[src/rtl/rv_pkg.sv]
// Shared RV32I encoding definitions: opcode constants, instruction formats,
// the field bundle presented to the packer, and the packer FIFO entry.
package rv_pkg;

  localparam logic [6:0] OP_R      = 7'b0110011;
  localparam logic [6:0] OP_IMM    = 7'b0010011;
  localparam logic [6:0] OP_LOAD   = 7'b0000011;
  localparam logic [6:0] OP_JALR   = 7'b1100111;
  localparam logic [6:0] OP_STORE  = 7'b0100011;
  localparam logic [6:0] OP_BRANCH = 7'b1100011;
  localparam logic [6:0] OP_LUI    = 7'b0110111;
  localparam logic [6:0] OP_AUIPC  = 7'b0010111;
  localparam logic [6:0] OP_JAL    = 7'b1101111;

  typedef enum logic [2:0] {
    FMT_R,
    FMT_I,
    FMT_S,
    FMT_B,
    FMT_U,
    FMT_J,
    FMT_BAD
  } fmt_t;

  typedef struct packed {
    logic [6:0]  opcode;
    logic [4:0]  rd;
    logic [2:0]  funct3;
    logic [4:0]  rs1;
    logic [4:0]  rs2;
    logic [6:0]  funct7;
    logic [31:0] imm;
  } instr_fields_t;

  typedef struct packed {
    logic [31:0] instr;
    logic        err;
  } fifo_entry_t;

  function automatic fmt_t opcode_fmt(input logic [6:0] opcode);
    fmt_t fmt;
    case (opcode)
      OP_R:                      fmt = FMT_R;
      OP_IMM, OP_LOAD, OP_JALR:  fmt = FMT_I;
      OP_STORE:                  fmt = FMT_S;
      OP_BRANCH:                 fmt = FMT_B;
      OP_LUI, OP_AUIPC:          fmt = FMT_U;
      OP_JAL:                    fmt = FMT_J;
      default:                   fmt = FMT_BAD;
    endcase
    return fmt;
  endfunction

endpackage

[src/rtl/instr_pack_comb.sv]
// Combinational RV32I encoder: places register fields and the immediate into
// the instruction word and flags immediates that do not fit the format.
module instr_pack_comb
  import rv_pkg::*;
(
  input  instr_fields_t fields,
  output logic [31:0]   instr,
  output logic          err
);

  logic [31:0] imm;
  logic        is_shift;

  assign imm      = fields.imm;
  assign is_shift = (fields.opcode == OP_IMM) &&
                    ((fields.funct3 == 3'b001) || (fields.funct3 == 3'b101));

  // NOTE: every output gets a default before the case so no path leaves it
  // unassigned, which would otherwise infer a latch.
  always_comb begin
    instr = '0;
    err   = 1'b0;
    case (opcode_fmt(fields.opcode))
      FMT_R: begin
        instr = {fields.funct7, fields.rs2, fields.rs1, fields.funct3,
                 fields.rd, fields.opcode};
      end
      FMT_I: begin
        if (is_shift) begin
          instr = {fields.funct7, imm[4:0], fields.rs1, fields.funct3,
                   fields.rd, fields.opcode};
          err   = |imm[31:5];
        end else begin
          instr = {imm[11:0], fields.rs1, fields.funct3, fields.rd, fields.opcode};
          err   = !((&imm[31:11]) || !(|imm[31:11]));
        end
      end
      FMT_S: begin
        instr = {imm[11:5], fields.rs2, fields.rs1, fields.funct3,
                 imm[4:0], fields.opcode};
        err   = !((&imm[31:11]) || !(|imm[31:11]));
      end
      FMT_B: begin
        instr = {imm[12], imm[10:5], fields.rs2, fields.rs1, fields.funct3,
                 imm[4:1], imm[11], fields.opcode};
        err   = !((&imm[31:12]) || !(|imm[31:12])) || imm[0];
      end
      FMT_U: begin
        instr = {imm[31:12], fields.rd, fields.opcode};
        err   = |imm[11:0];
      end
      FMT_J: begin
        instr = {imm[20], imm[10:1], imm[11], imm[19:12], fields.rd, fields.opcode};
        err   = !((&imm[31:20]) || !(|imm[31:20])) || imm[0];
      end
      default: begin
        instr = '0;
        err   = 1'b1;
      end
    endcase
  end

endmodule

[src/rtl/instr_packer.sv]
// Instruction packer: encodes field bundles, queues them in a small FIFO and
// streams words to imem with an auto-incrementing address and error count.
module instr_packer
  import rv_pkg::*;
#(
  parameter int                DEPTH     = 2,
  parameter int                ADDR_W    = 10,
  parameter logic [ADDR_W-1:0] BASE_ADDR = '0
) (
  input  logic              clk,
  input  logic              rst,
  input  logic              start,
  input  logic              in_valid,
  output logic              in_ready,
  input  logic [6:0]        in_opcode,
  input  logic [4:0]        in_rd,
  input  logic [2:0]        in_funct3,
  input  logic [4:0]        in_rs1,
  input  logic [4:0]        in_rs2,
  input  logic [6:0]        in_funct7,
  input  logic [31:0]       in_imm,
  output logic              out_valid,
  input  logic              out_ready,
  output logic [31:0]       out_instr,
  output logic              out_err,
  output logic [ADDR_W-1:0] out_addr,
  output logic [7:0]        err_count
);

  localparam int PTR_W = $clog2(DEPTH);
  localparam int CNT_W = PTR_W + 1;

  instr_fields_t fields;
  fifo_entry_t   enc_entry;
  fifo_entry_t   head;
  fifo_entry_t   mem_q [DEPTH];

  logic [PTR_W-1:0]  wr_ptr_q, wr_ptr_d;
  logic [PTR_W-1:0]  rd_ptr_q, rd_ptr_d;
  logic [CNT_W-1:0]  count_q, count_d;
  logic [ADDR_W-1:0] addr_q, addr_d;
  logic [7:0]        err_count_q, err_count_d;
  logic              full, empty, push, pop;

  assign fields = '{opcode: in_opcode, rd: in_rd, funct3: in_funct3, rs1: in_rs1,
                    rs2: in_rs2, funct7: in_funct7, imm: in_imm};

  instr_pack_comb u_pack (
    .fields (fields),
    .instr  (enc_entry.instr),
    .err    (enc_entry.err)
  );

  assign full      = (count_q == CNT_W'(DEPTH));
  assign empty     = (count_q == '0);
  assign in_ready  = !full && !start;
  assign push      = in_valid && in_ready;
  assign out_valid = !empty;
  assign pop       = out_valid && out_ready;

  // Storage is never reset, so the head is masked to give zeros while empty.
  assign head      = mem_q[rd_ptr_q];
  assign out_instr = out_valid ? head.instr : '0;
  assign out_err   = out_valid && head.err;
  assign out_addr  = addr_q;
  assign err_count = err_count_q;

  always_comb begin
    wr_ptr_d    = wr_ptr_q;
    rd_ptr_d    = rd_ptr_q;
    count_d     = count_q;
    addr_d      = addr_q;
    err_count_d = err_count_q;
    if (start) begin
      wr_ptr_d    = '0;
      rd_ptr_d    = '0;
      count_d     = '0;
      addr_d      = BASE_ADDR;
      err_count_d = '0;
    end else begin
      if (push) wr_ptr_d = wr_ptr_q + PTR_W'(1);
      if (pop) begin
        rd_ptr_d = rd_ptr_q + PTR_W'(1);
        addr_d   = addr_q + ADDR_W'(1);
        if (out_err && (err_count_q != 8'hFF)) err_count_d = err_count_q + 8'd1;
      end
      count_d = count_q + CNT_W'(push) - CNT_W'(pop);
    end
  end

  // NOTE: sequential state uses non-blocking assignments so every flop samples
  // the pre-edge values regardless of statement order.
  always_ff @(posedge clk or posedge rst) begin
    if (rst) begin
      wr_ptr_q    <= '0;
      rd_ptr_q    <= '0;
      count_q     <= '0;
      addr_q      <= BASE_ADDR;
      err_count_q <= '0;
    end else begin
      wr_ptr_q    <= wr_ptr_d;
      rd_ptr_q    <= rd_ptr_d;
      count_q     <= count_d;
      addr_q      <= addr_d;
      err_count_q <= err_count_d;
    end
  end

  // NOTE: the FIFO array has no reset; occupancy is tracked by count_q and the
  // output is masked, so stale contents are never observable.
  always_ff @(posedge clk) begin
    if (push) mem_q[wr_ptr_q] <= enc_entry;
  end

endmodule

[config.mk]
export PLATFORM = sky130hd
export DESIGN_NAME = instr_packer
export DESIGN_NICKNAME = d
export VERILOG_FILES = /design/src/rtl/rv_pkg.sv /design/src/rtl/instr_pack_comb.sv /design/src/rtl/instr_packer.sv
export SDC_FILE = /design/constraint.sdc
export NUM_CORES = 1
export LEC_CHECK = 0
export CAP_MARGIN = 40
export CELL_PAD_IN_SITES_DETAIL_PLACEMENT = 0
export CELL_PAD_IN_SITES_GLOBAL_PLACEMENT = 1
export CORE_MARGIN = 1.5
export CORE_UTILIZATION = 31
export DETAILED_ROUTE_END_ITERATION = 16
export MAX_ROUTING_LAYER = met4
export PLACE_DENSITY_LB_ADDON = 0.1
export SLEW_MARGIN = 20
export SYNTH_ARGS = -nofsm -noshare
export SYNTH_HDL_FRONTEND = slang
export SYNTH_HIERARCHICAL = 1
export SYNTH_SLANG_ARGS = --single-unit
[constraint.sdc]
create_clock -name clk -period 4.8 [get_ports clk]
set_clock_uncertainty 0.1 [all_clocks]
set_input_delay 0.96 -clock clk [delete_from_list [all_inputs] [get_ports clk]]
set_output_delay 0.96 -clock clk [all_outputs]
set_load 0.005 [all_outputs]
==> run_results.csv <==
group,metric,value,unit
outcome,status,"completed",
die,start_util,31.92,%
clock_tree,clk_pin_slew,0.06,ns
routing,wl_per_cell,17.49,um
placed_design,io_buffer_count,121,
yosys,synth.distinct_cells,55,
sta,finalCritPeriodShare,86.91,%
cells_and_area,final_util,43.93,%
cells_and_area,antennaDiodeCount,0,
sta,final_max_slew_viol_count,0,
yosys,yosys.area.top_type_share,42.40,%
die,core_area,14640,um2
placed_design,hpwl,9664,um
power_and_ir_drop,p_switching,0.7273,mW
sta,relSlewSlack,50.18,%
yosys,ys_seq_area_share,54.18,%
global_route,grt_max_degree,34,
die,die_w,125.8,um
worst_setup_path,worstPathRequired,4.87,ns
routing,drc,0,
clock_tree,cts_tree,"built",
worst_hold_path,hold_path_class,"register to register",
sta,fmax,239.7,MHz
sta,period_needed,4.172,ns
die,die_y,125.8,um
global_route,track_usage,17.59,%
sta,rsz0062_at_grt,"no",
power_and_ir_drop,p_per_area,390.8,nW/um2
power_and_ir_drop,ir_drop,0.0002014,V
sta,setup_viol,0,
yosys,async_flop_share,25.00,%
yosys,yosysTopAreaCell,"edfxtp_1",
yosys,synth_edf_count,66,
cells_and_area,final_cell_mix,"121 x clkdlybuf4s50_1, 66 x edfxtp_1, 57 x nor2_1",
clock_tree,cts_max_path_buffers,2,
power_and_ir_drop,sw_frac_of_total,28.93,%
flow_run,maxCapViolations,0,
worst_setup_path,cp_max_fo,12,
global_route,grt_pass1_vias,3850,
clock_tree,h-tree-depth,3,
cells_and_area,fillers,1420,
yosys,syn_avg_cell_area,10.70,um2
sta,worst_slew_pin_slew,0.7424,ns
sta,hold_viol_final,0,
yosys,syn_nets,511,
routing,drtIter0Drc,326,
worst_setup_path,worst-setup-path-type,"primary input to register",
yosys,synthFlopType,"edfxtp_1",
global_route,grt_pass1_wl,20820,um
sta,setup-tns-final,0,ns
global_route,grt-ovfl-total,0,
routing,ant_nets,0,
clock_tree,clk_latency,0.35,ns
worst_setup_path,crit_path_end_kind,"register",
power_and_ir_drop,p_int,1.786,mW
routing,num_vias,3821,
die,io_pins,122,
die,num_rows,44,
cells_and_area,area_delta_synth_final,37.61,%
yosys,synthTopCellsByArea,"edfxtp_1 42%, dfrtp_1 12%, mux2i_1 7.9%",
cells_and_area,layout_commonest_cell,"clkdlybuf4s50_1",
routing,viasPerCell,5.122,
power_and_ir_drop,p_leak,2.225,nW
yosys,netlist_area,4674,um2
yosys,syn_inst,437,
cells_and_area,num-nets-final,631,
global_route,antenna_found_initial,0,
power_and_ir_drop,sequentialPowerShare,37.8,%
yosys,yosysWarnings,6,
clock_tree,cts_buffers,9,
routing,dr.pass1.iters,8,
cells_and_area,final_layout_size_suffix_gt1_share,6.762,%
clock_tree,post_cts_buffers,0,
worst_setup_path,timing.critical_path.arrival,4.24,ns
worst_setup_path,startpoint_type,"primary input",
yosys,ys_seq_elements,88,
clock_tree,cts_hold_buf,0,
routing,wirelength,13050,um
clock_tree,cts_resized,0,
die,dieArea,15820,um2
clock_tree,cts_root_buffer,"clkbuf_16",
placed_design,place_congestion,0.8634,
power_and_ir_drop,combPwrFrac,32.6,%
power_and_ir_drop,p_clk_share,29.6,%
clock_tree,cts_sinks,88,
[critical path: stages]
cell and delay (ns):
clkdlybuf4s50_1 0.60, and3b_1 0.32, a21oi_2 0.11, nor3b_4 0.23
inv_2 0.12, ha_1 0.31, nand3b_1 0.16, and3_1 0.34
a21o_1 0.37, nand2_1 0.39, a21oi_1 0.32
[per-stage QoR]
step	hold WS (ns)	power, mW	area, um2	worst slack, ns	cells
floorplan	0.3613	1.348	4674	1.403	437
global placement	0.4298	1.793	6085	0.5306	728
detailed placement	0.4562	1.806	6120	0.3479	730
CTS	0.4649	2.557	6432	0.7021	746
global route	0.4820	2.653	6432	0.3912	746
finish	0.4556	2.514	6432	0.6283	746
[cell families after synthesis]
kind of cell / Yosys count / share of synthesized area, %
muxes: 40 / 8.726
adders and majority gates: 5 / 1.338
buffers and inverters: 31 / 2.998
DFF: 88 / 54.18
AOI/OAI and AO/OA: 88 / 12.21
xor gates and xnor gates: 12 / 2.248
and+or+nand+nor: 173 / 18.31
[layout make-up]
type                       count  area [um2]  share of cell area, %
timing repair buffer         132        1314                  20.42
tap                          184       230.2                  3.579
clock inverter                 6       83.83                  1.303
inverter                       8       30.03                 0.4668
sequential                    88        2534                  39.39
clock buffer                  10       229.0                  3.560
multi-input combinational    318        2012                  31.28
[synth_stat cells (all sizes together), types with 4 or more instances]
library cell	instances
edfxtp	66
nor2	59
nand2	40
mux2i	37
a21oi	36
dfrtp	22
o21ai	16
and3	12
clkbuf	12
nand4	12
buf	11
nand3	9
a22oi	8
inv	8
nor4	7
xor2	7
or3	6
or4	6
ha	5
nor3	5
xnor2	5
a31oi	4
nand2b	4
[per-layer routing]
| layer | track usage [%] | up-vias | wire length (um) |
|---|---|---|---|
| li1 | - | 1869 | - |
| met1 | 21.81 | 1832 | 5800 |
| met4 | 3.989 | 0 | 135 |
| met2 | 29.12 | 108 | 6536 |
| met3 | 4.376 | 12 | 573 |
| met5 | - | - | 0 |
[final timing paths]
check / startpoint / to / slack, ns / cells past startpoint
max reg2reg: rd_ptr_q / err_count[7] / 2.82 / 4
min: out_addr[9] / out_addr[9] / 0.46 / 2
min reg2reg: out_addr[9] / out_addr[9] / 0.46 / 2
min in group asynchronous: rst / out_addr[3] / 0.84 / 2
max: in_opcode[6] / mem_q[1][16] / 0.63 / 11
max in group asynchronous: rst / wr_ptr_q / 3.29 / 3
[state kept, by name, summed over array words and instances (netlist names)]
register / cells
count_q: 2
err_count: 8
mem_q: 66
out_addr: 10
rd_ptr_q: 1
wr_ptr_q: 1
[power by group through the flow]
stage	clock, mW	sequential, mW	combinational [mW]
4_1_cts	0.763	0.951	0.843
6_report	0.745	0.949	0.820
5_1_grt	0.793	0.959	0.901
3_5_place_dp	0	0.967	0.839
2_1_floorplan	0	0.927	0.421
3_3_place_gp	0	0.989	0.804
Note: power is estimated with default switching activity, not from simulation.
